--- config.mk ---
export PLATFORM = sky130hd
export DESIGN_NAME = nibble_serial_adder
export DESIGN_NICKNAME = d
export VERILOG_FILES = /design/src/rtl/rca_pkg.sv /design/src/rtl/rca4_slice.sv /design/src/rtl/nibble_serial_adder.sv
export SDC_FILE = /design/constraint.sdc
export NUM_CORES = 1
export LEC_CHECK = 0
export ABC_AREA = 1
export CAP_MARGIN = 20
export CORE_UTILIZATION = 51
export DETAILED_ROUTE_END_ITERATION = 8
export GPL_TIMING_DRIVEN = 0
export HOLD_SLACK_MARGIN = 0.03
export PLACE_DENSITY = 0.84
export SYNTH_ARGS = -nofsm -noshare
export SYNTH_HDL_FRONTEND = slang
export SYNTH_SLANG_ARGS = --single-unit
export TNS_END_PERCENT = 50
--- constraint.sdc ---
create_clock -name clk -period 2.4 [get_ports clk]
set_clock_uncertainty 0.1 [all_clocks]
set_input_delay 0.24 -clock clk [delete_from_list [all_inputs] [get_ports clk]]
set_output_delay 0.24 -clock clk [all_outputs]
set_load 0.02 [all_outputs]
--- src/rtl/rca_pkg.sv ---
// Shared definitions for the nibble-serial adder: slice width, FSM states and
// the counter sizing helper.
package rca_pkg;

  localparam int NIBBLE_W = 4;

  typedef enum logic [1:0] {
    IDLE = 2'd0,
    RUN  = 2'd1,
    DONE = 2'd2
  } state_t;

  // Bits needed to count 0..n-1; never less than one bit.
  function automatic int clog2(input int n);
    int r;
    r = 0;
    for (int i = 0; i < 32; i++) begin
      if ((1 << r) < n) r = r + 1;
    end
    return (r < 1) ? 1 : r;
  endfunction

endpackage

--- src/rtl/rca4_slice.sv ---
// Combinational 4-bit ripple-carry slice; also exposes the carry into bit 3
// so the caller can derive signed overflow on the final nibble.
module rca4_slice
  import rca_pkg::*;
(
  input  logic [NIBBLE_W-1:0] a,
  input  logic [NIBBLE_W-1:0] b,
  input  logic                ci,
  output logic [NIBBLE_W-1:0] s,
  output logic                co,
  output logic                c3
);

  logic [NIBBLE_W:0] w_c;

  always_comb begin
    w_c    = '0;
    s      = '0;
    w_c[0] = ci;
    for (int i = 0; i < NIBBLE_W; i++) begin
      s[i]     = a[i] ^ b[i] ^ w_c[i];
      w_c[i+1] = (a[i] & b[i]) | (w_c[i] & (a[i] ^ b[i]));
    end
  end

  assign co = w_c[NIBBLE_W];
  assign c3 = w_c[NIBBLE_W-1];

endmodule

--- src/rtl/nibble_serial_adder.sv ---
// Wide adder/subtractor that feeds one nibble per clock through a 4-bit RCA
// slice, LSB first, with valid/ready handshakes on both sides.
module nibble_serial_adder
  import rca_pkg::*;
#(
  parameter int NIBBLES = 4
) (
  input  logic                      clk,
  input  logic                      rst_n,
  input  logic                      in_valid,
  output logic                      in_ready,
  input  logic [NIBBLES*NIBBLE_W-1:0] a,
  input  logic [NIBBLES*NIBBLE_W-1:0] b,
  input  logic                      cin,
  input  logic                      sub,
  output logic                      out_valid,
  input  logic                      out_ready,
  output logic [NIBBLES*NIBBLE_W-1:0] sum,
  output logic                      cout,
  output logic                      ovf
);

  localparam int W     = NIBBLES * NIBBLE_W;
  localparam int CNT_W = clog2(NIBBLES);
  localparam logic [CNT_W-1:0] LAST = CNT_W'(NIBBLES - 1);

  state_t           r_state;
  logic [W-1:0]     r_a;
  logic [W-1:0]     r_b;
  logic [W-1:0]     r_sum;
  logic             r_carry;
  logic [CNT_W-1:0] r_cnt;
  logic             r_cout;
  logic             r_ovf;
  logic             r_in_ready;
  logic             r_out_valid;

  logic [NIBBLE_W-1:0] w_s;
  logic                w_co;
  logic                w_c3;

  rca4_slice u_slice (
    .a  (r_a[NIBBLE_W-1:0]),
    .b  (r_b[NIBBLE_W-1:0]),
    .ci (r_carry),
    .s  (w_s),
    .co (w_co),
    .c3 (w_c3)
  );

  always_ff @(posedge clk or negedge rst_n) begin
    if (!rst_n) begin
      r_state     <= IDLE;
      r_in_ready  <= 1'b1;
      r_out_valid <= 1'b0;
      r_a         <= '0;
      r_b         <= '0;
      r_sum       <= '0;
      r_carry     <= 1'b0;
      r_cnt       <= '0;
      r_cout      <= 1'b0;
      r_ovf       <= 1'b0;
    end else begin
      case (r_state)
        IDLE: begin
          // Subtraction is a + ~b + 1: invert b once here, seed the carry with 1.
          if (in_valid) begin
            r_a        <= a;
            r_b        <= sub ? ~b : b;
            r_carry    <= sub ? 1'b1 : cin;
            r_cnt      <= '0;
            r_in_ready <= 1'b0;
            r_state    <= RUN;
          end
        end
        RUN: begin
          r_sum   <= {w_s, r_sum[W-1:NIBBLE_W]};
          r_carry <= w_co;
          r_a     <= r_a >> NIBBLE_W;
          r_b     <= r_b >> NIBBLE_W;
          r_cnt   <= r_cnt + CNT_W'(1);
          if (r_cnt == LAST) begin
            r_cout      <= w_co;
            r_ovf       <= w_co ^ w_c3;
            r_out_valid <= 1'b1;
            r_state     <= DONE;
          end
        end
        DONE: begin
          if (out_ready) begin
            r_out_valid <= 1'b0;
            r_in_ready  <= 1'b1;
            r_state     <= IDLE;
          end
        end
        default: r_state <= IDLE;
      endcase
    end
  end

  assign in_ready  = r_in_ready;
  assign out_valid = r_out_valid;
  assign sum       = r_sum;
  assign cout      = r_cout;
  assign ovf       = r_ovf;

endmodule

==> flow_metrics.tcl, run 1 <==
set metrics [dict create \
    avgSynthCellArea_sq_um 8.105 \
    gp_congestion 0.8119 \
    setup_violations 0 \
    antenna_found_initial 0 \
    cp-start-kind "flip-flop" \
    syn_area_sq_um 2748 \
    syn_to_final_growth_pct 31.28 \
    io_pins 58 \
    worst_slew_pin_slew_ns 0.5794 \
    cts_root_buffer "clkbuf_8" \
    wl_per_cell_um 12.68 \
    vias_per_cell 5.101 \
    reg2reg_to "sum[15]" \
    clk_pin_slew_ns 0.06 \
    numCtsBuffers 9 \
    relSlewSlack 0.6137 \
    crit_chain "fa_1, inv_1, fa_1, inv_1, fa_2, inv_1, fa_1, o21ai_0" \
    clk_latency_ns 0.34 \
    tritoncts "built" \
    p_per_area_nw_per_um2 1232 \
    rsz0062_at_grt "no" \
    dp.cells 466 \
    fin_crit_sh 0.9490 \
    grt_pass1_vias 2268 \
    yosys_warnings 0 \
    start_util 0.5346 \
    final_nets 451 \
    fill_cells 457 \
    design_area_sq_um 3607 \
    whs_path_depth 4 \
    drc_errors 0 \
    holdPathEnd "r_b[14]" \
    antenna_left 0 \
    h-tree-depth 3 \
    slowest_stage "fa_1" \
    async_reset_ff_frac 1.000 \
    cts_sinks 57 \
    layout.cells.non_filler 483 \
    seq_area_frac_synth 0.5196 \
    reg2regPathDepth 8 \
    fin_total_pwr_mw 4.444 \
    max_cap_viol_count 0 \
    synth_ff_type "dfrtp_1" \
    p_leak_nw 1.807 \
    hold_path.startpoint "sub" \
    gr-total-overflow 0 \
    die_x_um 75.40 \
    status "complete, no violations" \
    finalSetupTns_ns 0 \
    critPathRequiredTime_ns 2.56 \
    end_kind "flip-flop" \
    crit-reg2reg-launch "r_a[0]" \
    vias 2464 \
    ir_drop_mv 0.7321 \
    die_h_um 75.40 \
    synthDistinctLibCells 20 \
    cts.path.max_buffers 2 \
    max_freq_ghz 0.4391 \
    dieArea_sq_um 5685 \
    yosys_register_bits 57 \
    drt-total-wl_um 6126 \
    postPlaceCellArea_sq_um 3411 \
    crit_type "reg -> reg" \
    r2r_slack_ns 0.12 \
    crit_buf_inv 3 \
    hold_viol_final 0 \
    fp-row-count 26 \
    dp_hpwl_um 4395 \
    grt_max_degree 34 \
    port_buffers 56 \
    critical_path.top_delay_family "adder cells" \
    worst_path_largest_cell_delay_ns 0.42 \
    drv_slew 0 \
    min_period_ns 2.278 \
    synth_edf_count 0 \
    coreArea_sq_um 5140 \
    first_pass_iters 4 \
    synth_fp_nets 382 \
    crit_fanout 2 \
    min_path_type "in -> reg" \
    drive_gt1_frac 0.1017 \
    synthCells 339 \
    cp_data_arrival_time_ns 2.43 \
    grt_pass1_wl_um 10220 \
    track_usage 0.2467 \
    diodes 0 \
    postCtsSetupBuffers 0 \
    drtIter0Drc 178 \
]
[Yosys cell counts (2+ instances only)]
cell type | count | area [sq um]
fa_1 | 4 | 80.08
dfrtp_1 | 56 | 1401
nand2_1 | 122 | 457.9
nand3_1 | 72 | 360.4
inv_1 | 28 | 105.1
clkbuf_1 | 2 | 7.510
o21ai_0 | 18 | 90.09
nor2_1 | 5 | 18.77
buf_4 | 3 | 22.52
buf_2 | 15 | 75.07
xor2_1 | 4 | 35.03
nand2_2 | 2 | 12.51
[cell usage in the layout, fill, tap and decap left out]
master / instances
clkbuf_1: 3
o31ai_1: 1
o21ai_0: 18
inv_1: 28
nor2_1: 5
dfrtp_1: 56
inv_2: 1
clkinv_2: 3
fa_1: 3
nor2_2: 1
buf_4: 3
xnor2_1: 1
clkbuf_8: 12
buf_12: 1
dlygate4sd3_1: 1
xor2_1: 4
buf_2: 16
nand3_1: 72
a21oi_1: 1
dfstp_2: 1
ha_1: 1
nand2_2: 2
clkdlybuf4s50_1: 55
fa_2: 1
buf_6: 1
nand2_1: 122
[tightest hold or removal path, cell delays in order]
cell     delay [ns]
buf_2          0.22
xor2_1         0.10
nand2_1        0.05
nand2_1        0.04
[where the power goes]
group	internal, mW	total (mW)	switching (mW)
Combinational	0.817	2.00	1.19
Sequential	1.38	1.62	0.241
Clock	0.454	0.821	0.367
Total	2.65	4.44	1.80
[layer usage]
layer,global-route usage,vias to the layer above,part of all wire
li1,-,1211,-
met1,0.3202,1166,0.44
met2,0.4038,75,0.50
met3,0.04233,12,0.045
met4,0.1214,0,0.019
met5,0,-,0
[sequential cells by signal, summed over array words and instances, names as in the netlist]
| register | cells |
|---|---|
| r_b | 16 |
| sum | 16 |
| out_valid | 1 |
| r_carry | 1 |
| ovf | 1 |
| r_cnt | 2 |
| r_state | 2 |
| cout | 1 |
| r_a | 16 |
| in_ready | 1 |
[what timing repair did]
item,in CTS,in global routing
hold buffers,1,0
gates resized for setup,0,1
setup endpoints to repair,0,2
hold endpoints to repair,24,0
[cell families after synthesis]
kind of cell | Yosys count | share of synthesized area
XOR/XNOR | 5 | 0.01594
AO/OA/AOI/OAI | 20 | 0.03734
AND/OR/NAND/NOR | 202 | 0.3115
flip-flops | 57 | 0.5196
buffers and inverters | 50 | 0.08197
adder cells (fa/ha/maj) | 5 | 0.03370
[stage by stage]
step | hold slack [ns] | utilization | setup WS, ns
floorplan | -0.1556 | - | 0.1902
global placement | 0.3641 | 0.6607 | -0.6974
detailed placement | 0.1651 | 0.6636 | 0.07413
CTS | 0.2528 | 0.7013 | 0.05903
global route | 0.2779 | 0.7018 | 0.01891
finish | 0.2554 | 0.7018 | 0.1225
[how the worst max path moves through the flow]
stage            from  endpoint  cells past startpoint  slack [ns]
2_1_floorplan  r_a[0]   sum[15]                      8        0.19
3_3_place_gp    rst_n   r_b[12]                      1       -0.70
3_5_place_dp   r_a[0]   sum[15]                      8        0.07
4_1_cts        r_a[0]   sum[15]                      8        0.06
5_1_grt        r_a[0]   sum[15]                      8        0.02
6_report       r_a[0]   sum[15]                      8        0.12
[area by class of cell]
class,instances,area [sq um],share of cell area
Buffer,21,116.4,0.03226
Clock buffer,13,168.9,0.04683
Inverter,29,108.9,0.03018
Sequential cell,57,1428,0.3958
Multi-Input combinational cell,232,1097,0.3042
Timing Repair Buffer,58,585.6,0.1623
Tap cell,70,87.58,0.02428
Clock inverter,3,15.01,0.004162
(Power assumes the default switching activity.)
==> run 2: changes to the inputs <==
MAX_ROUTING_LAYER = met4   (was unset)
PLACE_DENSITY = 0.8   (was 0.84)
==> run 2 against run 1 <==
  * Utilization down 0.19 points
  * Flip-flop and latch count unchanged
  * Non-clock buffer count stayed put
  * Combinational power is essentially flat
  * Fmax hardly changed
  * Critical path type unchanged
  * Critical path depth did not move
  * First-iteration DRC count down 40%
  * Cell count did not move
==> flow_metrics.tcl, run 2 (synthesized netlist as in run 1, its figures left out) <==
set metrics [dict create \
    crit-reg2reg-launch "r_a[0]" \
    grt_pass1_wl_um 10300 \
    grt_pass1_vias 2297 \
    first_pass_iters 4 \
    dp.cells 466 \
    cts_root_buffer "clkbuf_8" \
    vias 2422 \
    fin_total_pwr_mw 4.399 \
    cts.path.max_buffers 2 \
    critPathRequiredTime_ns 2.55 \
    antenna_found_initial 0 \
    finalSetupTns_ns 0 \
    whs_path_depth 4 \
    grt_max_degree 42 \
    die_h_um 75.40 \
    multi_input_area_sq_um 1097 \
    final_core_util 0.6999 \
    p_per_area_nw_per_um2 1223 \
    pre_cts_slack_ns 0.06377 \
    clk_pin_slew_ns 0.06 \
    postCtsSetupBuffers 0 \
    antenna_left 0 \
    drv_slew 0 \
    layout_commonest_cell "nand2_1" \
    start_util 0.5346 \
    gp_congestion 0.8084 \
    status "complete, no violations" \
    gr-total-overflow 0 \
    relSlewSlack 0.7036 \
    vias_per_cell 5.014 \
    min_path_type "in -> reg" \
    layout_common_cells "122 x nand2_1, 72 x nand3_1, 56 x dfrtp_1" \
    reg2regPathDepth 8 \
    holdPathEnd "r_b[12]" \
    r2r_slack_ns 0.12 \
    diodes 0 \
    rsz0062_at_grt "no" \
    max_freq_ghz 0.4389 \
    wl_per_cell_um 12.39 \
    drtIter0Drc 107 \
    port_buffers 56 \
    min_period_ns 2.278 \
    setup_violations 0 \
    setup_ws_ns 0.1217 \
    p_leak_nw 1.801 \
    fin_crit_sh 0.9493 \
    hold_viol_final 0 \
    tritoncts "built" \
    track_usage 0.2589 \
    crit_type "reg -> reg" \
    drc_errors 0 \
    dp_hpwl_um 4358 \
    clk_latency_ns 0.33 \
    cts_sinks 57 \
    numCtsBuffers 9 \
    crit_fanout 2 \
    syn_to_final_growth_pct 30.92 \
    coreArea_sq_um 5140 \
    cp_data_arrival_time_ns 2.43 \
    h-tree-depth 3 \
    fp-row-count 26 \
    seq_area_sq_um 1428 \
    io_pins 58 \
    drive_gt1_frac 0.09927 \
    cp-start-kind "flip-flop" \
    worst_slew_pin_slew_ns 0.4446 \
    hold_path.startpoint "sub" \
    dieArea_sq_um 5685 \
    drt-total-wl_um 5985 \
    die_x_um 75.40 \
    layout.cells.non_filler 483 \
    reg2reg_to "sum[15]" \
    end_kind "flip-flop" \
    max_cap_viol_count 0 \
    ir_drop_mv 0.8663 \
    final_nets 451 \
    fill_cells 451 \
]
run 2: cell counts in the layout (fill, tap and decap cells not counted):
No cell type changed its count.
run 2: area by class of cell:
class,count,area share
Inverter,29,0.03026
Timing Repair Buffer,58,0.1628
Tap cell,70,0.02435
Sequential cell,57,0.3969
Multi-Input combinational cell,232,0.3050
Clock buffer,13,0.04417
Clock inverter,3,0.004174
Buffer,21,0.03235
run 2: layer usage:
layer,vias to the layer above,track usage,part of all wire
li1,1216,-,-
met1,1128,0.3052,0.44
met2,74,0.4206,0.49
met3,4,0.08069,0.055
met4,0,0.09259,0.0065
met5,-,-,0
run 2: power breakdown:
part	total (mW)	internal [mW]	switching [mW]
Clock	0.781	0.426	0.356
Combinational	2.00	0.819	1.18
Sequential	1.62	1.38	0.239
run 2: worst max path at each step:
stage | start | endpoint | slack [ns] | cells after the start
detailed placement | r_a[0] | sum[15] | 0.06 | 8
finish | r_a[0] | sum[15] | 0.12 | 8
global route | r_a[0] | sum[15] | 0.01 | 8
global placement | rst_n | r_b[15] | -0.72 | 1
CTS | r_a[0] | sum[15] | 0.05 | 8
floorplan | r_a[0] | sum[15] | 0.19 | 8
run 2: timing repair:
item	4_1_cts	5_1_grt
gates resized for setup	0	1
hold endpoints to repair	15	0
setup endpoints to repair	0	1
hold buffers	1	0
run 2: per-stage QoR:
stage | hold WS (ns) | cell area, sq um
2_1_floorplan | -0.1556 | 2748
3_3_place_gp | 0.3659 | 3396
3_5_place_dp | 0.09677 | 3411
4_1_cts | 0.2397 | 3595
5_1_grt | 0.2546 | 3597
6_report | 0.2459 | 3597
run 2: worst max-delay path: stages (launching register included):
cell and delay [ns]:
dfrtp_1 0.41, fa_1 0.43, inv_1 0.08, fa_1 0.15, inv_1 0.05, fa_2 0.35
inv_1 0.08, fa_1 0.40, o21ai_0 0.16
